==> config.mk <==
export PLATFORM = sky130hd
export DESIGN_NAME = bitstream_loader
export DESIGN_NICKNAME = d
export VERILOG_FILES = /design/src/rtl/bitstream_loader_pkg.sv /design/src/rtl/bitstream_word_asm.sv /design/src/rtl/bitstream_loader.sv
export SDC_FILE = /design/constraint.sdc
export NUM_CORES = 1
export LEC_CHECK = 0
export ABC_AREA = 1
export CORE_MARGIN = 3
export CORE_UTILIZATION = 35
export DETAILED_ROUTE_END_ITERATION = 12
export PLACE_DENSITY = 0.49
export SYNTH_ARGS = -nofsm -noshare
export SYNTH_HDL_FRONTEND = slang
export SYNTH_SLANG_ARGS = --single-unit
==> constraint.sdc <==
create_clock -name clk_i -period 3.8 [get_ports clk_i]
set_clock_uncertainty 0.15 [all_clocks]
set_input_delay 1.14 -clock clk_i [delete_from_list [all_inputs] [get_ports clk_i]]
set_output_delay 1.14 -clock clk_i [all_outputs]
set_load 0.02 [all_outputs]
==> src/rtl/bitstream_loader_pkg.sv <==
// Shared types and defaults for the byte-serial bitstream loader.
package bitstream_loader_pkg;

  typedef enum logic [2:0] {
    HUNT,
    LEN,
    PAYLOAD,
    CHECK,
    DONE,
    ERROR
  } state_e;

  typedef enum logic [1:0] {
    ERR_NONE,
    ERR_LEN,
    ERR_CSUM,
    ERR_TIMEOUT
  } err_code_e;

  localparam logic [31:0] SYNC_WORD_DEFAULT = 32'hFAB0_CF61;

endpackage

==> src/rtl/bitstream_word_asm.sv <==
// Packs MSB-first bytes into 32-bit words; word_valid fires combinationally with the 4th byte.
module bitstream_word_asm (
  input  logic        clk,
  input  logic        rst,
  input  logic        clear,
  input  logic [7:0]  byte_data,
  input  logic        byte_valid,
  output logic [31:0] word,
  output logic        word_valid
);

  logic [1:0]  cnt_q;
  logic [23:0] shift_q;

  assign word       = {shift_q, byte_data};
  assign word_valid = byte_valid && (cnt_q == 2'd3);

  // A clear in the same cycle as a byte drops that byte too.
  always_ff @(posedge clk) begin
    if (rst || clear) begin
      cnt_q   <= 2'd0;
      shift_q <= 24'd0;
    end else if (byte_valid) begin
      cnt_q   <= cnt_q + 2'd1;
      shift_q <= {shift_q[15:0], byte_data};
    end
  end

endmodule

==> src/rtl/bitstream_loader.sv <==
// Framed bitstream receiver: hunts for sync, reads length, streams payload words, verifies checksum.
module bitstream_loader
  import bitstream_loader_pkg::*;
#(
  parameter logic [31:0] SYNC_WORD      = SYNC_WORD_DEFAULT,
  parameter int unsigned LEN_W          = 16,
  parameter int unsigned TIMEOUT_CYCLES = 65535
) (
  input  logic             clk_i,
  input  logic             rst_i,
  input  logic [7:0]       byte_data_i,
  input  logic             byte_valid_i,
  output logic             byte_ready_o,
  input  logic             clear_i,
  output logic [31:0]      bitstream_data_o,
  output logic             bitstream_valid_o,
  output logic             done_o,
  output logic             error_o,
  output logic [1:0]       err_code_o,
  output logic [LEN_W-1:0] words_o
);

  localparam int unsigned TMO_W = $clog2(TIMEOUT_CYCLES + 1);

  state_e            state_q, state_d;
  err_code_e         code_q, code_d;
  logic [31:0]       win_q, win_d;
  logic [LEN_W-1:0]  len_q, len_d;
  logic [LEN_W-1:0]  words_q, words_d;
  logic [31:0]       csum_q, csum_d;
  logic [TMO_W-1:0]  tmo_q, tmo_d;
  logic [31:0]       data_q, data_d;
  logic              valid_q, valid_d;
  logic              done_q, done_d;
  logic              error_q, error_d;
  logic              ready_q, ready_d;

  logic        accept;
  logic        in_frame;
  logic [31:0] word;
  logic        word_valid;

  assign accept   = byte_valid_i && ready_q;
  assign in_frame = (state_q == LEN) || (state_q == PAYLOAD) || (state_q == CHECK);

  // Partial words never survive a state change (including timeout and clear).
  bitstream_word_asm u_word_asm (
    .clk        (clk_i),
    .rst        (rst_i),
    .clear      (state_d != state_q),
    .byte_data  (byte_data_i),
    .byte_valid (accept && in_frame),
    .word       (word),
    .word_valid (word_valid)
  );

  always_comb begin
    state_d = state_q;
    code_d  = code_q;
    win_d   = win_q;
    len_d   = len_q;
    words_d = words_q;
    csum_d  = csum_q;
    tmo_d   = tmo_q;
    data_d  = data_q;
    valid_d = 1'b0;
    done_d  = done_q;
    error_d = error_q;

    if (in_frame) begin
      tmo_d = accept ? '0 : tmo_q + TMO_W'(1);
    end

    unique case (state_q)
      HUNT: begin
        if (accept) begin
          win_d = {win_q[23:0], byte_data_i};
          if (win_d == SYNC_WORD) begin
            state_d = LEN;
            words_d = '0;
            csum_d  = '0;
            tmo_d   = '0;
            done_d  = 1'b0;
            error_d = 1'b0;
            code_d  = ERR_NONE;
          end
        end
      end
      LEN: begin
        if (word_valid) begin
          if ((word >> LEN_W) != 32'd0) begin
            state_d = ERROR;
            error_d = 1'b1;
            code_d  = ERR_LEN;
          end else begin
            len_d   = word[LEN_W-1:0];
            state_d = (word == 32'd0) ? CHECK : PAYLOAD;
          end
        end
      end
      PAYLOAD: begin
        if (word_valid) begin
          data_d  = word;
          valid_d = 1'b1;
          words_d = words_q + LEN_W'(1);
          csum_d  = csum_q + word;
          if (words_d == len_q) begin
            state_d = CHECK;
          end
        end
      end
      CHECK: begin
        if (word_valid) begin
          if (word == csum_q) begin
            state_d = DONE;
            done_d  = 1'b1;
          end else begin
            state_d = ERROR;
            error_d = 1'b1;
            code_d  = ERR_CSUM;
          end
        end
      end
      DONE, ERROR: begin
        if (clear_i) begin
          state_d = HUNT;
          done_d  = 1'b0;
          error_d = 1'b0;
          code_d  = ERR_NONE;
          win_d   = '0;
        end
      end
      default: state_d = HUNT;
    endcase

    // An accepted byte always restarts the idle count, so no word can coincide with a timeout.
    if (in_frame && !accept && (tmo_q == TMO_W'(TIMEOUT_CYCLES - 1))) begin
      state_d = ERROR;
      error_d = 1'b1;
      code_d  = ERR_TIMEOUT;
    end

    ready_d = !((state_d == DONE) || (state_d == ERROR));
  end

  always_ff @(posedge clk_i) begin
    if (rst_i) begin
      state_q <= HUNT;
      code_q  <= ERR_NONE;
      win_q   <= '0;
      len_q   <= '0;
      words_q <= '0;
      csum_q  <= '0;
      tmo_q   <= '0;
      data_q  <= '0;
      valid_q <= 1'b0;
      done_q  <= 1'b0;
      error_q <= 1'b0;
      ready_q <= 1'b1;
    end else begin
      state_q <= state_d;
      code_q  <= code_d;
      win_q   <= win_d;
      len_q   <= len_d;
      words_q <= words_d;
      csum_q  <= csum_d;
      tmo_q   <= tmo_d;
      data_q  <= data_d;
      valid_q <= valid_d;
      done_q  <= done_d;
      error_q <= error_d;
      ready_q <= ready_d;
    end
  end

  assign byte_ready_o      = ready_q;
  assign bitstream_data_o  = data_q;
  assign bitstream_valid_o = valid_q;
  assign done_o            = done_q;
  assign error_o           = error_q;
  assign err_code_o        = code_q;
  assign words_o           = words_q;

endmodule

==> results.ini <==
[clock_tree]
numCtsBuffers=17
postCtsSetupRepairBufs=0
cts_resized=0
clockBufferDepth=2
htreeDepth=4
cts_sinks=171
clk_pin_slew_worst_paths_ns=0.08
cts_tree=built
cts_hold_buffers=0
insertion_delay_ns=0.44
clockRootBuffer=clkbuf_16

[routing]
firstDrtPassIters=5
viasPerCell=4.99
drt-wirelength-per-cell_um=15.9
drt-total-wl_mm=28.5
via_count=8942
drc=0
drtIter0Drc=715
drtAntennaViolNets=0

[global_routing]
antenna_found_initial=0
grt_pass1_wl_mm=46.4
grt_pass1_vias=8449
grt_max_degree=52
gr-usage-all-layers_pct=20.3
grt-ovfl-total=0

[synth]
synth_area_um2=9260
synthCells=1368
synth_flop_cell=dfxtp_1
ys_types=46
postSynthAreaPerCell_um2=6.77
synth-edff-count=0
syn_nets=1416
yosys_warnings=0
ys_ff_latch=171
async_flop_share_pct=0
seq_area_frac_synth_pct=37.0

[finish]
diodes=0
final_common_cell=nand2_1
final_cell_mix=nand2_1 (270), inv_1 (174), dfxtp_1 (171), nor2_1 (154), a21oi_1 (137)
fin_area_um2=11100
syn2layout_area_growth_pct=19.9
layout-drive-gt1-share_pct=8.21
num-nets-final=1497

[worst_setup_path]
crit_type=in -> reg
cp_common_cell=a21oi_1
cp_top_family=compound AO/OA/AOI/OAI gates
rr_worst_depth=14
cp.depth=14
cpPeakStageDelay_ns=0.44
cp.arrival_ns=3.67
startpoint_type=input port
path_cells=clkdlybuf4s50_1 -> ha_1 -> fa_1 -> nand2_1 -> nand3_1 -> o21ai_0 -> inv_1 -> a21oi_1 -> inv_1 -> a21oi_1 -> o21ai_0 -> a21oi_1 -> o21ai_0 -> a21oi_1
cp.required_ns=4.01
crit_buf_inv=3
end_kind=flip-flop
path_max_fanout=3
worst_path_max_delay_cell=clkdlybuf4s50_1

[pwr]
cellInternalPower_w=0.00281
pwr-share-seq_pct=47.6
powerDensity_nw_per_um2=341
sw_frac_of_total_pct=25.7
power_leakage_nw=4.44
ir_drop_v=0.000202
clkPwrFrac_pct=48.6
power_switching_w=0.000973
p_comb_share_pct=3.8

[floorplan]
initial_core_util_pct=36.2
die_h_um=169
pin_count=66
rows=58
die_w_um=169
dieArea_um2=28500
design.core.area_um2=25600

[timing]
worst_pin_slew_ns=0.544
min_period_over_period_pct=91.0
rsz0062_at_grt=false
setup_violations=0
tns_ns=0
min_period_ns=3.46
hold_viol=0
relSlewSlack_pct=63.7
finalMaxSlewViolations=0
timing.fmax_ghz=0.289

[status]
outcome=completed

[worst_hold_path]
hp-class=reg -> reg
hold_depth=2

[flow_run]
max-cap-violations=0

[placed_design]
gp_congestion=0.901
place_area_um2=10500
dp_hpwl_mm=21.2
io_buffers=65

[final cells by class]
| cell class | count | area (um^2) |
|---|---|---|
| Clock buffer | 18 | 439 |
| Clock inverter | 14 | 170 |
| Fill cell | 2705 | 14500 |
| Inverter | 185 | 694 |
| Multi-Input combinational cell | 968 | 4960 |
| Sequential cell | 171 | 3420 |
| Tap cell | 330 | 413 |
| Timing Repair Buffer | 106 | 1000 |
[worst min-delay path, stage by stage (launching register included)]
cell and delay [ns]:
dfxtp_1 0.31, inv_1 0.06, a21oi_1 0.05
[power groups by stage]
stage	Clock, W	Sequential (W)	Combinational [W]
global placement	0	0.00184	0.000144
finish	0.00184	0.00180	0.000144
floorplan	0	0.00184	0.0000815
global route	0.00197	0.00180	0.000157
CTS	0.00189	0.00180	0.000145
detailed placement	0	0.00184	0.000144
[registers in the layout (all words and copies together), names as in the netlist]
| name | count |
|---|---|
| bitstream_data_o | 32 |
| csum_q | 32 |
| u_word_asm.shift_q | 24 |
| win_q | 24 |
| len_q | 16 |
| tmo_q | 16 |
| words_o | 16 |
| state_q | 3 |
| err_code_o | 2 |
| u_word_asm.cnt_q | 2 |
| bitstream_valid_o | 1 |
| byte_ready_o | 1 |
| done_o | 1 |
| error_o | 1 |
[path summary, 6_finish.rpt]
| kind | from | end | slack [ns] |
|---|---|---|---|
| worst max-delay path | byte_data_i[0] | csum_q[24] | 0.34 |
| worst max register to register | words_o[0] | u_word_asm.shift_q[23] | 0.87 |
| worst min-delay path | len_q[11] | len_q[11] | 0.32 |
| worst min register to register | len_q[11] | len_q[11] | 0.32 |
[cell usage after synthesis, types with 2 or more instances]
master,number,share of area [%]
nand3_1,91,4.9
o21ai_1,2,0.11
a211oi_1,9,0.73
clkinv_1,5,0.20
nand4_1,17,1.1
xnor2_1,5,0.47
nor2_1,154,6.2
a21oi_1,137,7.4
o21a_1,4,0.32
dfxtp_1,171,37
xor2_1,12,1.1
nand2_1,270,11
nor3_1,15,0.81
nand2_2,3,0.20
o21bai_1,8,0.65
o221ai_1,2,0.19
buf_2,5,0.27
nor2_2,24,1.6
clkbuf_1,34,1.4
o211ai_1,3,0.24
a21o_1,5,0.41
nand2_4,2,0.24
o21ai_0,103,5.6
nand3b_1,8,0.65
ha_1,35,4.7
inv_1,174,7.1
nor3b_1,3,0.24
a31oi_1,4,0.27
buf_8,2,0.32
or2_2,6,0.41
inv_2,6,0.24
nor4_1,8,0.54
buf_1,2,0.081
o22ai_1,25,1.7
a21boi_0,3,0.24
[kinds of logic (layout without fill, tap and decap cells)]
logic type | count (synthesis) | after routing | synth area share (%)
xor gates and xnor gates | 17 | 17 | 1.61
DFF | 171 | 171 | 37.0
AOI/OAI and AO/OA | 308 | 308 | 18.1
adders and majority gates | 36 | 36 | 4.94
buffers and inverters | 229 | 323 | 9.63
and+or+nand+nor | 606 | 606 | 28.7
muxes | 1 | 1 | 0.108
[routing by layer]
metal	part of all wire [%]	track usage [%]	wire (um)	vias to the layer above
li1	-	-	-	4663
met1	52	29.7	14700	4095
met2	43	31.6	12300	172
met3	4.6	3.97	1300	12
met4	0.58	3.13	164	0
met5	0	0	0	-
[per-stage QoR]
step | utilization [%] | setup WS, ns | instances | power [W] | hold WS (ns)
after CTS | 43.3 | 0.327 | 1792 | 0.00384 | 0.321
after global placement | 41.0 | -0.0498 | 1760 | 0.00199 | 0.308
after global routing | 43.3 | 0.00310 | 1792 | 0.00393 | 0.335
after floorplan | - | 0.721 | 1368 | 0.00192 | 0.294
after detailed placement | 41.0 | -0.120 | 1760 | 0.00199 | 0.310
final | 43.3 | 0.344 | 1792 | 0.00379 | 0.318
(Power assumes the default switching activity.)
